File: src/rtl/alu_seq_pkg.sv
// Shared types and constants for the ALU sequencer slice: FSM encoding,
// command kinds and datapath widths.
package alu_seq_pkg;

  localparam int DATA_W    = 16;
  localparam int REG_IDX_W = 2;
  localparam int NUM_REGS  = 2 ** REG_IDX_W;

  localparam logic KIND_ALU  = 1'b0;
  localparam logic KIND_LOAD = 1'b1;

  typedef enum logic [1:0] {
    ST_IDLE,
    ST_ISSUE,
    ST_CAPTURE,
    ST_RESP
  } seq_state_t;

endpackage

File: src/rtl/alu_seq_regfile.sv
// Four-entry register file: two asynchronous read ports, one synchronous
// write port, synchronously cleared by rst.
module alu_seq_regfile
  import alu_seq_pkg::*;
(
  input  logic                 clk,
  input  logic                 rst,
  input  logic                 we,
  input  logic [REG_IDX_W-1:0] waddr,
  input  logic [DATA_W-1:0]    wdata,
  input  logic [REG_IDX_W-1:0] raddr_a,
  output logic [DATA_W-1:0]    rdata_a,
  input  logic [REG_IDX_W-1:0] raddr_b,
  output logic [DATA_W-1:0]    rdata_b
);

  logic [DATA_W-1:0] regs [NUM_REGS];

  always_ff @(posedge clk) begin
    if (rst) begin
      for (int i = 0; i < NUM_REGS; i++) begin
        regs[i] <= '0;
      end
    end else if (we) begin
      regs[waddr] <= wdata;
    end
  end

  assign rdata_a = regs[raddr_a];
  assign rdata_b = regs[raddr_b];

endmodule

File: src/rtl/alu_sequencer.sv
// Sequences commands onto an external combinational ALU: reads operands,
// drives the ALU for one cycle, captures the result and hands it back.
module alu_sequencer
  import alu_seq_pkg::*;
(
  input  logic                 clk,
  input  logic                 rst,
  input  logic                 cmd_valid,
  output logic                 cmd_ready,
  input  logic                 cmd_kind,
  input  logic                 cmd_mode,
  input  logic [3:0]           cmd_select,
  input  logic [REG_IDX_W-1:0] cmd_rd,
  input  logic [REG_IDX_W-1:0] cmd_ra,
  input  logic [REG_IDX_W-1:0] cmd_rb,
  input  logic                 cmd_use_carry,
  input  logic [DATA_W-1:0]    cmd_imm,
  output logic                 rsp_valid,
  input  logic                 rsp_ready,
  output logic [DATA_W-1:0]    rsp_data,
  output logic                 rsp_carry,
  output logic                 alu_mode,
  output logic [3:0]           alu_select,
  output logic                 alu_carry_in,
  output logic [DATA_W-1:0]    alu_in_a,
  output logic [DATA_W-1:0]    alu_in_b,
  input  logic [DATA_W-1:0]    alu_out,
  input  logic                 alu_carry_out
);

  seq_state_t state, state_next;

  logic                 accept;
  logic                 capture;
  logic                 rsp_fire;
  logic                 is_load;
  logic                 rf_we;
  logic [REG_IDX_W-1:0] rf_waddr;
  logic [DATA_W-1:0]    rf_wdata;
  logic [DATA_W-1:0]    rdata_a;
  logic [DATA_W-1:0]    rdata_b;

  // Fields still needed after the ALU drive registers have absorbed the rest
  logic [REG_IDX_W-1:0] rd_q;
  logic                 mode_q;
  logic                 carry_flag;
  logic [15:0]          op_count;

  assign is_load = (cmd_kind == KIND_LOAD);

  always_ff @(posedge clk) begin
    if (rst) begin
      state <= ST_IDLE;
    end else begin
      state <= state_next;
    end
  end

  always_comb begin
    state_next = state;
    cmd_ready  = 1'b0;
    accept     = 1'b0;
    capture    = 1'b0;
    rsp_fire   = 1'b0;
    case (state)
      ST_IDLE: begin
        cmd_ready = 1'b1;
        if (cmd_valid) begin
          accept     = 1'b1;
          state_next = is_load ? ST_RESP : ST_ISSUE;
        end
      end
      ST_ISSUE:   state_next = ST_CAPTURE;
      ST_CAPTURE: begin
        capture    = 1'b1;
        state_next = ST_RESP;
      end
      ST_RESP: begin
        if (rsp_ready) begin
          rsp_fire   = 1'b1;
          state_next = ST_IDLE;
        end
      end
      default: state_next = ST_IDLE;
    endcase
  end

  assign rsp_valid = (state == ST_RESP);

  // Loads write at acceptance; ALU results write when captured
  assign rf_we    = (accept && is_load) || capture;
  assign rf_waddr = capture ? rd_q : cmd_rd;
  assign rf_wdata = capture ? alu_out : cmd_imm;

  alu_seq_regfile u_regfile (
    .clk     (clk),
    .rst     (rst),
    .we      (rf_we),
    .waddr   (rf_waddr),
    .wdata   (rf_wdata),
    .raddr_a (cmd_ra),
    .rdata_a (rdata_a),
    .raddr_b (cmd_rb),
    .rdata_b (rdata_b)
  );

  // Operands are sampled at acceptance, so a destination that aliases a
  // source still sees the pre-write value.
  always_ff @(posedge clk) begin
    if (rst) begin
      rd_q         <= '0;
      mode_q       <= 1'b0;
      carry_flag   <= 1'b0;
      op_count     <= '0;
      rsp_data     <= '0;
      rsp_carry    <= 1'b0;
      alu_mode     <= 1'b0;
      alu_select   <= '0;
      alu_carry_in <= 1'b0;
      alu_in_a     <= '0;
      alu_in_b     <= '0;
    end else begin
      if (accept) begin
        rd_q   <= cmd_rd;
        mode_q <= cmd_mode;
        if (is_load) begin
          rsp_data  <= cmd_imm;
          rsp_carry <= carry_flag;
        end else begin
          alu_mode     <= cmd_mode;
          alu_select   <= cmd_select;
          alu_carry_in <= cmd_use_carry & carry_flag;
          alu_in_a     <= rdata_a;
          alu_in_b     <= rdata_b;
        end
      end
      if (capture) begin
        rsp_data <= alu_out;
        if (mode_q) begin
          rsp_carry <= carry_flag;
        end else begin
          rsp_carry  <= alu_carry_out;
          carry_flag <= alu_carry_out;
        end
      end
      if (rsp_fire) begin
        op_count <= op_count + 16'd1;
      end
    end
  end

endmodule

File: config.mk
export PLATFORM = sky130hd
export DESIGN_NAME = alu_sequencer
export DESIGN_NICKNAME = d
export VERILOG_FILES = /design/src/rtl/alu_seq_pkg.sv /design/src/rtl/alu_seq_regfile.sv /design/src/rtl/alu_sequencer.sv
export SDC_FILE = /design/constraint.sdc
export NUM_CORES = 1
export LEC_CHECK = 0
export ABC_CLOCK_PERIOD_IN_PS = 2400
export CAP_MARGIN = 20
export CORE_ASPECT_RATIO = 1.4
export CORE_MARGIN = 2
export CORE_UTILIZATION = 26
export CTS_CLUSTER_SIZE = 10
export DETAILED_ROUTE_END_ITERATION = 16
export GPL_TIMING_DRIVEN = 0
export SYNTH_ARGS = -nofsm -noshare
export SYNTH_HDL_FRONTEND = slang
export SYNTH_HIERARCHICAL = 1
export SYNTH_SLANG_ARGS = --single-unit
File: constraint.sdc
create_clock -name clk -period 2.4 [get_ports clk]
set_input_delay 0.24 -clock clk [delete_from_list [all_inputs] [get_ports clk]]
set_output_delay 0.24 -clock clk [all_outputs]
set_load 0.02 [all_outputs]
# Word-level counts from Yosys, hierarchy flattened
# Memories as Yosys holds them, arrays and structs flattened. A register that Yosys moved wholly into a read port is not among the register bits.
# Cells that the tools add are included.
dict set report totals {
  word_cells 51
  ff_bits 29
  romBits 0
  mem_count 1
  latch_bits 0
  mem_bits_rw 64
  in_bits 50
}
dict set report classes {
  order_cmp 0
  n_shift 0
  n_eq_ne 5
  n_div 0
  n_mul 0
  n_bitwise 2
  muxes 25
  n_addsub 0
  n_reduce_logical 9
}
# name depth word_bits rd rd_ports_with_merged_regs wr line_no
set mem_list {}
lappend mem_list {u_regfile.regs 4 16 2 2 4 alu_seq_regfile.sv:17} ;# logic [DATA_W-1:0] regs [NUM_REGS];
# operator count
set ops {}
lappend ops {{16-bit two-way mux} 5}
lappend ops {{16-bit OR reduction} 1}
lappend ops {{1-bit two-way mux} 14}
lappend ops {{2-bit two-way mux} 5}
lappend ops {{2-bit one-hot mux with 4 select lines} 1}
lappend ops {{2-bit AND reduction} 3}
lappend ops {{2-bit equality test, second input constant} 2}
lappend ops {{2-bit nonzero test} 2}
lappend ops {{2-bit by 1-bit equality test with 1-bit output, second input constant} 1}
lappend ops {{2-bit zero test} 1}
lappend ops {{2-bit by 1-bit inequality test with 1-bit output, second input constant} 1}
lappend ops {{2-bit inequality test, second input constant} 1}
lappend ops {{1-bit bitwise AND} 1}
lappend ops {{1-bit logical AND} 1}
lappend ops {{1-bit logical OR} 1}
lappend ops {{1-bit inverter} 1}

# Logic depth before layout (Yosys ltp)
# Gate-level depths: netlist (run 1).
dict set report logic_depth {
  ltp_word 9
  ltp_mapped 9
  depth_no_buf 6
}

# Hierarchy
# Netlist (run 1), hierarchy kept.
# mod cells_each n_inst area_per_inst_um2
set by_module_without_submodules {}
lappend by_module_without_submodules {alu_seq_regfile 182 1 3229.3}
lappend by_module_without_submodules {alu_sequencer 295 1 2477.4}

# Worst setup path before layout (run 1)
# OpenSTA, ideal clock, no wires.
dict set report synth_path {
  kind {register to register}
  startpoint {reg state[0]}
  endpoint {mem u_regfile.regs[2][0] (enable)}
  stages_incl_launch_ff 7
  arrival_time_ns 2.164
  synth_period_minus_slack_ns 2.556
  required_ns 2.008
  path_slack_ns -0.156
  setup_time_ns 0.392
  cell_sequence {dfxtp_1 inv_1 ha_1 buf_6 mux2_2 nand2b_1 o21bai_1}
}
# item line_no
set synth_lines {}
lappend synth_lines {{start: declaration} alu_sequencer.sv:31} ;# seq_state_t state, state_next;
lappend synth_lines {{start signal: assignment} alu_sequencer.sv:55} ;# state <= state_next;
lappend synth_lines {{end: declaration} alu_seq_regfile.sv:17}

==> results of run 1 <==
## kinds of logic after synthesis
family | after synthesis | share of synthesized area (%)
and+or+nand+nor | 208 | 18.0
AOI/OAI and AO/OA | 51 | 5.24
buffers and inverters | 37 | 4.25
adders and majority gates | 4 | 0.877
DFF | 125 | 55.1
muxes | 52 | 16.5
## state kept, by name (all words and copies together) (netlist names), 2 cells and up
name	cells
alu_in_b	16
state	2
rsp_data	16
u_regfile/regs	64
alu_in_a	16
rd_q	2
alu_select	4
## Yosys cell counts
library cell  count
a311oi_1          2
clkbuf_2          2
inv_4             1
clkbuf_1          9
a211oi_2          1
inv_1             3
nand2_1          79
nor2_1           35
buf_2             7
a21oi_1          43
mux2_2           18
ha_1              4
edfxtp_1         64
nand3b_1          1
nor4b_4           1
mux2i_1           2
nand2b_1          3
o21bai_1          2
a31o_2            2
nand3_1           4
mux4_2           32
nor3_1           16
and4bb_1          2
dfxtp_1          61
buf_4             6
and2b_1           1
buf_6             9
a31oi_4           1
nor2b_2           1
and2_1           64
and3b_1           1
## worst max-delay path by stage
stage | end | slack, ns | cells after the start
detailed placement | u_regfile/regs[2][11]$_SDFFCE_PN0P_ | -0.16 | 7
floorplan | u_regfile/regs[2][0]$_SDFFCE_PN0P_ | -0.16 | 6
global placement | u_regfile/regs[2][11]$_SDFFCE_PN0P_ | -0.97 | 6
CTS | u_regfile/regs[0][15]$_SDFFCE_PN0P_ | -0.03 | 7
finish | u_regfile/regs[0][6]$_SDFFCE_PN0P_ | -0.03 | 7
global route | u_regfile/regs[0][10]$_SDFFCE_PN0P_ | -0.08 | 7
## layer usage
| metal | wire length, um | part of all wire, % | track usage, % |
|---|---|---|---|
| met1 | 5870 | 38 | 15.2 |
| met5 | 0 | 0 | 0 |
| met4 | 206 | 1.4 | 5.43 |
| met2 | 8410 | 55 | 25.4 |
| met3 | 768 | 5.0 | 3.01 |
## critical path, stage by stage, from the launching register on
cell and delay (ns):
dfxtp_1 0.33, inv_1 0.11, ha_1 0.29, buf_6 0.19, mux2_2 0.41, nand2b_1 0.23
o21bai_2 0.35, buf_8 0.22
## power breakdown
part | leakage, nW | internal (mW) | switching (mW)
combinational | 1.32 | 1.05 | 1.26
clock | 0.316 | 1.75 | 0.971
sequential | 1.16 | 2.67 | 0.175
total | 2.80 | 5.47 | 2.41
## cell type report
class,count,area (sq um),area share [%]
sequential,125,3140,40.3
clock buffer,21,514,6.59
multi-input combinational,315,2340,29.9
clock inverter,11,124,1.59
inverter,4,17.5,0.225
tap,297,372,4.76
timing repair buffer,108,1080,13.8
buffer,31,216,2.77
## timing repair
| action | 4_1_cts | 5_1_grt |
|---|---|---|
| setup buffers | 1 | 4 |
| gates resized for setup | 2 | 3 |
| pin swaps | 1 | 1 |
| endpoints found under the setup margin | 46 | 70 |
## cells in the final DEF, fill, tap and decap left out, drive strengths merged, types with 2 or more instances in the layout
cell type      count
a21oi             43
a311oi             2
a31o               2
and2              64
and4bb             2
buf               27
bufinv             2
clkbuf            32
clkdlybuf4s50    101
clkinv             5
dfxtp             61
edfxtp            64
ha                 4
inv                7
mux2              18
mux2i              2
mux4              32
nand2             79
nand2b             3
nand3              4
nor2              35
nor3              16
o21bai             2
==> metrics.md, run 1 <==
| Metric | Value |
|---|---|
| Post-route core utilization | `36.0%` |
| Max Freq | `approximately 410 MHz` |
| # port buffers | `between 100 and 150` |
| Hold depth | `3` |
| CP Capture Type | `flop` |
| Vias per cell | `approximately 4.4` |
| Clock sinks | `around 130` |
| Cells after Synth | `roughly 480` |
| Synthesized area per cell | `12.0 sq um` |
| Area grow syn2layout | `36.7%` |
| Root Driver | `clkbuf_16` |
| Layout cell share with drive strength beyond 1 | `about a fifth` |
| Synth Net Count | `~530` |
| DR DRC count | `0` |
| Dominant cells by area after synthesis | `edfxtp_1 34%, dfxtp_1 21%, mux4_2 13%` |
| First-pass GRT wire length | `about 23 mm` |
| Vias in the first global route | `4117` |
| Row count | `64` |
| Crit path from | `state[0]$_SDFFE_PP0P_` |
| Initial DRC Count | `204` |
| Ant diodes | `0` |
| Cell variety after synth | `31` |
| Outcome | `complete, but fails checks` |
| Setup TNS | `-0.390 ns` |
| Die Area | `23200 sq um` |
| Register area share after synthesis | `a little under three fifths` |
| Non-filler cells, final | `~910` |
| R2r startpoint | `state[0]$_SDFFE_PP0P_` |
| Final hold vios | `0` |
| Hold Path Class | `in2reg` |
| Gpl congestion | `about 0.78` |
| Congestion Overflow GR | `0` |
| Final-report max-slew violation count | `0` |
| Core ar. | `~22000 sq um` |
| Kind of critical path | `reg2reg` |
| Worst EP arrival | `2.54 ns` |
| Top cell type's share of synthesized area | `33.7%` |
| Max Buffers Root-to-Sink | `2` |
| Setup slack, reg-to-reg | `-0.03 ns` |
| Crit path launch type | `flop` |
| Clock Latency Late Sink | `slightly above 0.4 ns` |
| Power density cells | `between 1000 and 1500 nW/um^2` |
| Total number of vias | `about 4000` |
| Yosys warns | `6` |
| H-tree lvl count | `4` |
| Placed insts | `877` |
| DPL Wire Length | `~11 mm` |
| Final worst path period need | `roughly 2.4 ns` |
| Dominant cell type by area after synthesis | `edfxtp_1` |
| Pre-CTS setup slack | `-0.158 ns` |
| CTS tree | `built` |
| Post-DRT Antenna Nets | `0` |
| Final instance area | `just under 8000 sq um` |
| Initial DRT Pass Iterations | `4` |
| Routed Wire Length | `15.2 mm` |
| Power, Total | `roughly 7.9 mW` |
| Clock transition at path regs | `0.06 ns` |
| #FFs+latches synth | `around 130` |
| Setup violators final | `26` |
| RSZ-0062 raised after global routing | `yes` |
| Die H | `around 180 um` |
| Final net count | `approximately 660` |
| Tightest Pin Transition | `about 0.63 ns` |
| Final WS setup | `-0.0269 ns` |
| Pleak | `roughly 2.8 nW` |
| Die Width | `between 100 and 150 um` |
| Post-DR wirelength/cell | `approximately 17 um` |
| # IOs | `107` |
| Final Skew | `0.0127 ns` |
| Hold Crit Endpoint | `rd_q[1]$_SDFFE_PP0P_` |
| Dpl cell area | `approximately 7100 sq um` |
| Fill count | `~2100` |
| VDD IR max | `just over 0.6 mV` |
| Min-Delay Startpoint | `cmd_valid` |
| Largest net degree at the start of global routing | `17` |
| Aggregate global-route resource usage | `between 10% and 20%` |
| Failing checks | `setup timing` |
| Initial antenna violation count | `0` |
| Initial core utilization | `roughly a quarter` |
| CTS Buf Count | `17` |
| CP Max Fanout | `13` |
| RR Endpoint | `u_regfile/regs[0][6]$_SDFFCE_PN0P_` |
| Synthesized area | `around 5700 sq um` |
| Slew margin rel. | `just under 60%` |
| WP data required | `approximately 2.5 ns` |
| R2r worst-path depth | `7` |
| Period utilization | `101%` |
| Maxcap violations | `0` |
| # hold bufs at CTS | `0` |
| Hold WS | `between 0.1 and 0.15 ns` |
No activity file was read; power rests on OpenSTA's default activity.
==> inputs of run 2 (changes only) <==
- GPL_TIMING_DRIVEN: 0 -> default
- HOLD_SLACK_MARGIN: default -> 0.05
- SYNTH_HIERARCHICAL: 1 -> default
==> run 2 against run 1 <==
Effect of this change: the flow now finishes without violations; clock power decreased by 7.4%; area after synthesis decreased by 7.5%; count of clock-buffer cells in the layout decreased by 3; sequential power decreased by 3%; flip-flop and latch count unchanged; die area decreased by 7.3%; hold slack improved by 0.31 ns; critical path depth decreased by 2; largest cell class unchanged; largest power group unchanged; highest routed layer unchanged.
==> metrics.md, run 2 <==
| Metric | Value |
|---|---|
| Final worst path period need | `between 2 and 2.5 ns` |
| Maxcap violations | `0` |
| Synth Area in Adders | `less than 1%` |
| Area grow syn2layout | `38.0%` |
| Initial core utilization | `about a quarter` |
| First-pass GRT wire length | `about 20 mm` |
| Simple logic cell fraction of the synthesized area | `under 10%` |
| Tightest Pin Transition | `between 0.6 and 0.7 ns` |
| Hold depth | `3` |
| Hold WS | `~0.44 ns` |
| Die Width | `between 100 and 150 um` |
| Yosys warns | `0` |
| Dpl cell area | `roughly 6700 sq um` |
| Layout cell share with drive strength beyond 1 | `20.3%` |
| Die Area | `~21000 sq um` |
| Cells after Synth | `roughly 380` |
| Top cell type's share of synthesized area | `a little over a third` |
| Crit path to | `u_regfile.regs[1][8]$_SDFFCE_PN0P_` |
| Kind of critical path | `reg2reg` |
| CP Max Fanout | `16` |
| Initial antenna violation count | `0` |
| Vias per cell | `approximately 4.6` |
| Core ar. | `approximately 20000 sq um` |
| R2r startpoint | `state[0]$_SDFFE_PP0P_` |
| Power, Total | `7.05 mW` |
| Crit path from | `state[0]$_SDFFE_PP0P_` |
| Die H | `about 170 um` |
| Final instance area | `between 7000 and 8000 sq um` |
| Hold Path Class | `in2reg` |
| CTS tree | `built` |
| DPL Wire Length | `9.54 mm` |
| Period utilization | `between 90% and 100%` |
| Synth Area in Compound Gates | `9.60%` |
| Dominant cells by area after synthesis | `edfxtp_1 36%, dfxtp_1 23%, mux4_2 14%` |
| CP Capture Type | `flop` |
| Post-synthesis async set-or-reset flop share | `0%` |
| Ant diodes | `0` |
| Synthesized area | `between 5000 and 6000 sq um` |
| Row count | `between 60 and 70` |
| Root Driver | `clkbuf_16` |
| DR DRC count | `0` |
| Outcome | `complete, no violations` |
| Mux cell area share after synthesis | `approximately a fifth` |
| Largest net degree at the start of global routing | `33` |
| Dominant cell type by area after synthesis | `edfxtp_1` |
| Setup slack, reg-to-reg | `approximately 0.24 ns` |
| Post-route core utilization | `between 30% and 40%` |
| Clock sinks | `roughly 130` |
| R2r worst-path depth | `5` |
| Pleak | `approximately 2.7 nW` |
| Max Freq | `around 460 MHz` |
| WP data required | `about 2.5 ns` |
| Worst EP arrival | `2.25 ns` |
| Power density cells | `roughly 970 nW/um^2` |
| Final hold vios | `0` |
| VDD IR max | `~0.38 mV` |
| Setup TNS | `0 ns` |
| RSZ-0062 raised after global routing | `no` |
| RR Endpoint | `u_regfile.regs[1][8]$_SDFFCE_PN0P_` |
| Slew margin rel. | `~58%` |
| Final-report max-slew violation count | `0` |
| Clock Latency Late Sink | `just over 0.4 ns` |
| Vias in the first global route | `~3700` |
| Final Skew | `between 0.008 and 0.009 ns` |
| Post-synth EDFFs | `64` |
| Synth Net Count | `430` |
| Crit path launch type | `flop` |
| Most common cell after layout, fill and taps aside | `clkdlybuf4s50_1` |
| Initial DRT Pass Iterations | `4` |
| H-tree lvl count | `4` |
| Synthesized area per cell | `~14 sq um` |
| Total number of vias | `3498` |
| Largest family of logic cells by synthesized area | `multiplexers` |
| Final WS setup | `approximately 0.24 ns` |
| # IOs | `between 100 and 150` |
| Max reg flops | `64` |
| # port buffers | `about 110` |
| Initial DRC Count | `140` |
| Setup violators final | `0` |
| Non-filler cells, final | `~760` |
| Aggregate global-route resource usage | `about an eighth` |
| Post-DR wirelength/cell | `approximately 17 um` |
| Pre-CTS setup slack | `0.120 ns` |
| Placed insts | `727` |
| Register area share after synthesis | `between 50 and 60%` |
| Post-synthesis xor/xnor area fraction | `0%` |
| Gpl congestion | `0.800` |
| Final net count | `548` |
| Clock transition at path regs | `0.06 ns` |
| Cell variety after synth | `34` |
| Post-DRT Antenna Nets | `0` |
| Synth top cells by count | `64 x edfxtp_1, 64 x nor2_1, 61 x dfxtp_1` |
| Ys flop type | `edfxtp_1` |
| Routed Wire Length | `around 13 mm` |
| Max Buffers Root-to-Sink | `2` |
| Largest reg by FF count | `u_regfile.regs` |
| Most frequent cells in the layout | `106 x clkdlybuf4s50_1, 64 x edfxtp_1, 63 x nor2_1, 61 x dfxtp_1` |
| #FFs+latches synth | `approximately 130` |
| Congestion Overflow GR | `0` |
| CTS Buf Count | `17` |
-- run 2: how the worst min path moves through the flow --
stage / start / to / slack, ns
finish: cmd_select[3] / alu_select[3]$_SDFFE_PP0P_ / 0.44
global route: cmd_select[1] / alu_select[1]$_SDFFE_PP0P_ / 0.45
floorplan: cmd_mode / alu_mode$_SDFFE_PP0P_ / 0.38
CTS: cmd_select[3] / alu_select[3]$_SDFFE_PP0P_ / 0.42
detailed placement: rsp_data[13]$_SDFFE_PP0P_ / rsp_data[13]$_SDFFE_PP0P_ / 0.45
global placement: rsp_data[11]$_SDFFE_PP0P_ / rsp_data[11]$_SDFFE_PP0P_ / 0.45
-- run 2: timing repair --
item | 4_1_cts | 5_1_grt
setup endpoints to repair | 0 | 16
hold endpoints to repair | 0 | 0
hold buffers | 0 | 0
gates resized for setup | 0 | 1
buffers inserted | 0 | 0
-- run 2: worst max-delay path, stage by stage, from the launching register on --
cell	delay, ns
dfxtp_1	0.32
inv_1	0.11
ha_1	0.34
mux2i_4	0.31
or4b_1	0.53
nand2_4	0.23
-- run 2: power breakdown --
group	total (mW)	switching [mW]	leakage [nW]	internal, mW
Clock	2.52	0.933	0.285	1.59
Sequential	2.76	0.168	1.16	2.59
Combinational	1.77	0.959	1.21	0.815
Total	7.05	2.06	2.66	4.99
-- run 2: layer usage --
metal | share of wire (%) | GRT usage [%]
met5 | 0 | 0
met4 | 1.3 | 4.03
met1 | 40 | 13.3
met3 | 3.7 | 3.22
met2 | 55 | 21.7
-- run 2: layout make-up --
cell class,instances,area [sq um]
Sequential cell,125,3140
Multi-Input combinational cell,217,1980
Clock buffer,18,450
Timing Repair Buffer,130,1240
Inverter,3,11.3
Fill cell,1902,12600
Clock inverter,14,141
Tap cell,252,315
-- run 2: logic make-up (layout without fill, tap and decap cells) --
kind of cell	after synthesis	after routing
AO/OA/AOI/OAI	60	60
flip-flops	125	125
AND/OR/NAND/NOR	95	95
buffers and inverters	34	165
multiplexers	58	58
adder cells (fa/ha/maj)	4	4
==> inputs of run 3 (changes only) <==
- CAP_MARGIN: 20 -> default
==> results of run 3 <==
The final DEF is identical to that of run 2; final timing and power are the same.
